File: config.mk
export PLATFORM = sky130hd
export DESIGN_NAME = alu_ctrl_fsm
export DESIGN_NICKNAME = d
export VERILOG_FILES = /design/src/rtl/alu_ctrl_fsm.sv
export SDC_FILE = /design/constraint.sdc
export NUM_CORES = 1
export LEC_CHECK = 0
export ABC_AREA = 1
export BUFFER_PORTS_ARGS = -buffer_cell sky130_fd_sc_hd__buf_2
export CORE_AREA = 3 3 99 92
export CTS_CLUSTER_SIZE = 30
export DETAILED_ROUTE_END_ITERATION = 8
export DIE_AREA = 0 0 102 95
export GPL_ROUTABILITY_DRIVEN = 0
export HOLD_SLACK_MARGIN = 0.15
export PLACE_DENSITY = 0.77
export SKIP_CTS_REPAIR_TIMING = 1
export SYNTH_ARGS = -nofsm -noshare
export SYNTH_HDL_FRONTEND = slang
export SYNTH_SLANG_ARGS = --single-unit
File: constraint.sdc
create_clock -name clk -period 4.2 [get_ports clk]
set_clock_uncertainty 0.15 [all_clocks]
set_input_delay 0.21 -clock clk [delete_from_list [all_inputs] [get_ports clk]]
set_output_delay 0.21 -clock clk [all_outputs]
set_load 0.05 [all_outputs]
File: src/rtl/alu_ctrl_fsm.sv
// alu_ctrl_fsm: multi-cycle sequencer that decodes instruction words
// and drives ALU op, register addresses, immediate, write strobe and pc.

module alu_ctrl_fsm #(
    parameter int unsigned PC_STEP = 4,
    parameter int unsigned IMM_W   = 13
) (
    input  logic        clk,
    input  logic        rst_n,
    input  logic        instr_valid,
    input  logic [31:0] instr,
    output logic        instr_ready,
    output logic [2:0]  alu_op,
    output logic [4:0]  rs1_addr,
    output logic [4:0]  rs2_addr,
    output logic [4:0]  rd_addr,
    output logic [31:0] immediate,
    output logic        reg_we,
    output logic [31:0] pc,
    output logic        illegal_instr,
    output logic        halted
);

    typedef enum logic [2:0] {
        S_FETCH,
        S_DECODE,
        S_EXEC,
        S_WB,
        S_HALT
    } state_t;

    state_t      state;
    state_t      next_state;
    logic [31:0] ir;
    logic [31:0] pc_next;
    logic [3:0]  opcode;
    logic [2:0]  alu_map;
    logic [2:0]  alu_next;
    logic        accept;
    logic        is_alu;
    logic        is_nop;
    logic        is_halt;
    logic        ready_next;
    logic        we_next;
    logic        ill_next;
    logic        halted_next;

    assign opcode  = ir[31:28];
    assign is_alu  = (opcode >= 4'd1) && (opcode <= 4'd6);
    assign is_nop  = (opcode == 4'd0);
    assign is_halt = (opcode == 4'd7);
    assign accept  = (state == S_FETCH) && instr_valid && instr_ready;

    // Operand fields come straight from the latched word, so they are
    // stable from DECODE until the next accepted instruction.
    assign rd_addr   = ir[27:23];
    assign rs1_addr  = ir[22:18];
    assign rs2_addr  = ir[17:13];
    assign immediate = {{(32-IMM_W){ir[IMM_W-1]}}, ir[IMM_W-1:0]};

    // Opcode to ALU operation code.
    always_comb begin
        alu_map = 3'b000;
        case (opcode)
            4'd1:    alu_map = 3'b010;
            4'd2:    alu_map = 3'b011;
            4'd3:    alu_map = 3'b100;
            4'd4:    alu_map = 3'b101;
            4'd5:    alu_map = 3'b110;
            4'd6:    alu_map = 3'b111;
            default: alu_map = 3'b000;
        endcase
    end

    // Next state plus next values of the registered outputs.
    always_comb begin
        next_state = state;
        pc_next    = pc;
        ill_next   = 1'b0;
        case (state)
            S_FETCH: begin
                if (accept) next_state = S_DECODE;
            end
            S_DECODE: begin
                unique case (1'b1)
                    is_alu: next_state = S_EXEC;
                    is_nop: begin
                        pc_next    = pc + PC_STEP;
                        next_state = S_FETCH;
                    end
                    is_halt: next_state = S_HALT;
                    default: begin
                        ill_next   = 1'b1;
                        pc_next    = pc + PC_STEP;
                        next_state = S_FETCH;
                    end
                endcase
            end
            S_EXEC: next_state = S_WB;
            S_WB: begin
                pc_next    = pc + PC_STEP;
                next_state = S_FETCH;
            end
            S_HALT:  next_state = S_HALT;
            default: next_state = S_FETCH;
        endcase
        ready_next  = (next_state == S_FETCH);
        halted_next = (next_state == S_HALT);
        we_next     = (next_state == S_WB) && (ir[27:23] != 5'd0);
        alu_next    = ((next_state == S_EXEC) || (next_state == S_WB))
                      ? alu_map : 3'b000;
    end

    // State, instruction register and all Moore outputs.
    always_ff @(posedge clk or negedge rst_n) begin
        if (!rst_n) begin
            state         <= S_FETCH;
            ir            <= '0;
            pc            <= '0;
            instr_ready   <= 1'b0;
            alu_op        <= 3'b000;
            reg_we        <= 1'b0;
            illegal_instr <= 1'b0;
            halted        <= 1'b0;
        end else begin
            state         <= next_state;
            if (accept) ir <= instr;
            pc            <= pc_next;
            instr_ready   <= ready_next;
            alu_op        <= alu_next;
            reg_we        <= we_next;
            illegal_instr <= ill_next;
            halted        <= halted_next;
        end
    end

endmodule

==> results by group <==
Finish
  – P&R area growth vs syn: 19.74%
  – Antenna cells: 0
  – Layout cell share with drive strength beyond 1: 0.3108
  – Non-filler cells in the finished layout: 691
  – Final standard cell utilization of the core: 0.6011
  – Number of nets in the finished design: 623
  – Final non-filler cell area: 0.004850 mm^2

Timing
  – Setup violations, final: 0
  – Final slew viol count: 0
  – Final period demand of the worst path: 2.044 ns
  – Worst-case headroom to the max-slew limit: 0.3777
  – Max Freq: 489.3 MHz
  – Worst Slack Setup Final: 2.156 ns
  – Worst Tran Pin Value: 0.9334 ns
  – Setup tns final: 0 ns
  – RSZ-0062 raised after global routing: no
  – Endpoints failing hold: 0
  – Fraction of the cycle the final worst path needs: 0.4866

Clock tree
  – TritonCTS clock tree: done
  – Total CTS buffers: 9
  – Number of H-tree levels: 3
  – Buffer type at the clock tree root: sky130_fd_sc_hd__clkbuf_8
  – Clk sink count: 72
  – Clock latency reported for the late side of the worst-skew pair: 0.35 ns
  – Worst-case clock buffer depth: 2
  – Clk pin slew, worst setup/hold paths: 0.09 ns

Routing
  – DR DRC count: 0
  – Average via count per standard cell: 4.787
  – Violation count after the first detailed-routing iteration: 150
  – WL per Instance: 13.10 um
  – Number of nets with antenna violations after routing: 0
  – Drt pass-1 iters: 4
  – Via count: 3,308
  – Drt total wl: 9051 um

Yosys
  – Area share of the largest cell type after synthesis: 0.4449
  – Leading post-synthesis cells by instance count: 149 x sky130_fd_sc_hd__nand2_1, 72 x sky130_fd_sc_hd__dfrtp_1, 64 x sky130_fd_sc_hd__nor2_1, 50 x sky130_fd_sc_hd__buf_4, 33 x sky130_fd_sc_hd__inv_1
  – Number of synthesis warnings: 0
  – Async S/R FF share, synth: 1.000
  – Post-Syn Area per Cell: 8.438 um^2
  – Post-synth top flop: sky130_fd_sc_hd__dfrtp_1
  – Post-synthesis mux area share: 0.1066
  – Basic-gate share of the synthesized area counting and, or, nand and nor cells: 0.2512
  – Top cell type by total area after synthesis: sky130_fd_sc_hd__dfrtp_1
  – Mapped Cells: 480
  – Mapped cell area: 0.004050 mm^2
  – Cell variety after synth: 27
  – Post-synthesis compound-gate area fraction: 0.02410
  – Fraction of the mapped netlist area in adder cells: 0.003089
  – Flop and latch count out of synthesis: 72
  – Cell with the most instances after synthesis: sky130_fd_sc_hd__nand2_1
  – EDFF count, synth: 0
  – Synth top area cells: sky130_fd_sc_hd__dfrtp_1 44%, sky130_fd_sc_hd__nand2_1 14%, sky130_fd_sc_hd__buf_4 9.3%, sky130_fd_sc_hd__mux2_4 9.3%, sky130_fd_sc_hd__nor2_1 5.9%
  – Largest family of logic cells by synthesized area: simple AND/OR/NAND/NOR gates
  – Part of the Yosys area used for sequential elements: 0.4449
  – XOR/XNOR share of the synthesized area: 0.02162

Global route
  – Pin count of the biggest net entering global routing: 45
  – Global-route usage over all layers: 0.1843
  – Via count of the first global-routing pass: 3,142
  – Number of antenna violations at the first check in global routing: 0
  – Global-route wire length before repair: 14,170 um
  – Leftover overflow at the end of global routing: 0

Worst setup path
  – Largest driver fanout on the critical path: 35
  – Arr. time, crit path: 2.13 ns
  – Worst endpoint required time: 4.29 ns
  – Kind of start point of the critical path: register
  – Setup CP Type: register to register
  – Capturing element type of the critical path: register

Outcome
  – Status: completed

Floorplan
  – Die width: 102 um
  – Core ar.: 0.008068 mm^2
  – Placement Rows: 31
  – Starting density of the core: 0.5020
  – Ports placed on the boundary: 121
  – Die Area: 0.009690 mm^2
  – Floorplan die height: 95 um

Placed design
  – I/O Buffers: 118
  – Placement Cell Area: 0.004334 mm^2
  – Cell count after placement: 642
  – Half-perimeter wire length after detailed placement: 6235 um
  – Pre-CTS worst setup slack: 2.160 ns

Power
  – Areal power density over the cells: 741.4 mW/mm^2
  – Peak supply drop: 0.6310 mV
  – Leak: 2.527 nW

Run
  – Number of max-cap violations: 0

Worst hold path
  – Hold Path Class: register to register
-- metrics by stage --
| step | hold WS, ns | power, mW |
|---|---|---|
| 2_1_floorplan | -0.2356 | 3.019 |
| 3_3_place_gp | 0.2387 | 3.015 |
| 3_5_place_dp | 0.2561 | 3.062 |
| 4_1_cts | -0.1347 | 3.596 |
| 5_1_grt | 0.3875 | 3.783 |
| 6_report | 0.3579 | 3.596 |
-- cell families (layout without fill, tap and decap cells) --
logic type	after synthesis	after routing
simple gates	250	250
buf+inv	98	209
xor+xnor	10	10
fa+ha+maj	1	1
mux	30	30
other cells	1	2
compound gates	18	18
flops	72	72
-- routing by layer --
metal,vias to the layer above,routed length [um],global-route usage
li1,1658,-,-
met1,1529,3772,0.2221
met2,105,4605,0.3220
met3,16,540,0.05465
met4,0,133,0.04590
met5,-,0,0
-- report_power, final --
part	leakage, nW	switching [mW]	internal [mW]
logic	1.52	1.45	0.549
registers	0.921	0.166	0.904
clock network	0.0892	0.297	0.227
total	2.53	1.92	1.68
-- flip-flops by register name, indices dropped and copies added, names as in the netlist --
register / cells
alu_op: 3
halted: 1
illegal_instr: 1
instr_ready: 1
ir: 32
pc: 30
reg_we: 1
state: 3
-- path summary, 6_finish.rpt --
kind                       startpoint  endpoint  slack [ns]  cells past startpoint
min                            ir[13]    ir[13]        0.36                      1
min reg2reg                    ir[13]    ir[13]        0.36                      1
max in group asynchronous       rst_n     ir[6]        2.58                      3
min in group asynchronous       rst_n     pc[2]        0.38                      2
max                          state[0]     ir[8]        2.16                      3
max reg2reg                  state[0]     ir[8]        2.16                      3
-- cell type report --
type	instances	area, um^2
multi-input combinational	311	1654
clock buffer	9	123.9
tap	99	123.9
inverter	41	156.4
sequential	72	1802
clock inverter	7	61.31
fill	709	3218
timing repair buffer	152	928.4
-- cells in the final DEF (no fill, tap or decap), types with 2 or more instances in the layout --
cell type                       count
sky130_fd_sc_hd__nand2_1          149
sky130_fd_sc_hd__buf_2            118
sky130_fd_sc_hd__dfrtp_1           72
sky130_fd_sc_hd__nor2_1            64
sky130_fd_sc_hd__inv_1             33
sky130_fd_sc_hd__dlygate4sd3_1     33
sky130_fd_sc_hd__mux2_4            25
sky130_fd_sc_hd__nand3_1           23
sky130_fd_sc_hd__o21ai_1           11
sky130_fd_sc_hd__clkbuf_8           9
sky130_fd_sc_hd__xor2_1             8
sky130_fd_sc_hd__inv_2              7
sky130_fd_sc_hd__nor2_2             6
sky130_fd_sc_hd__mux2_2             5
sky130_fd_sc_hd__nor3_1             4
sky130_fd_sc_hd__a21oi_1            4
sky130_fd_sc_hd__inv_6              4
sky130_fd_sc_hd__xnor2_1            2
sky130_fd_sc_hd__conb_1             2
sky130_fd_sc_hd__clkinvlp_4         2
-- worst max-delay path, cell delays in order (launching register included) --
cell,delay [ns]
sky130_fd_sc_hd__dfrtp_1,0.42
sky130_fd_sc_hd__nor2_2,0.18
sky130_fd_sc_hd__nand4_4,0.62
sky130_fd_sc_hd__mux2_4,0.54
Note: power is estimated with default switching activity, not from simulation.
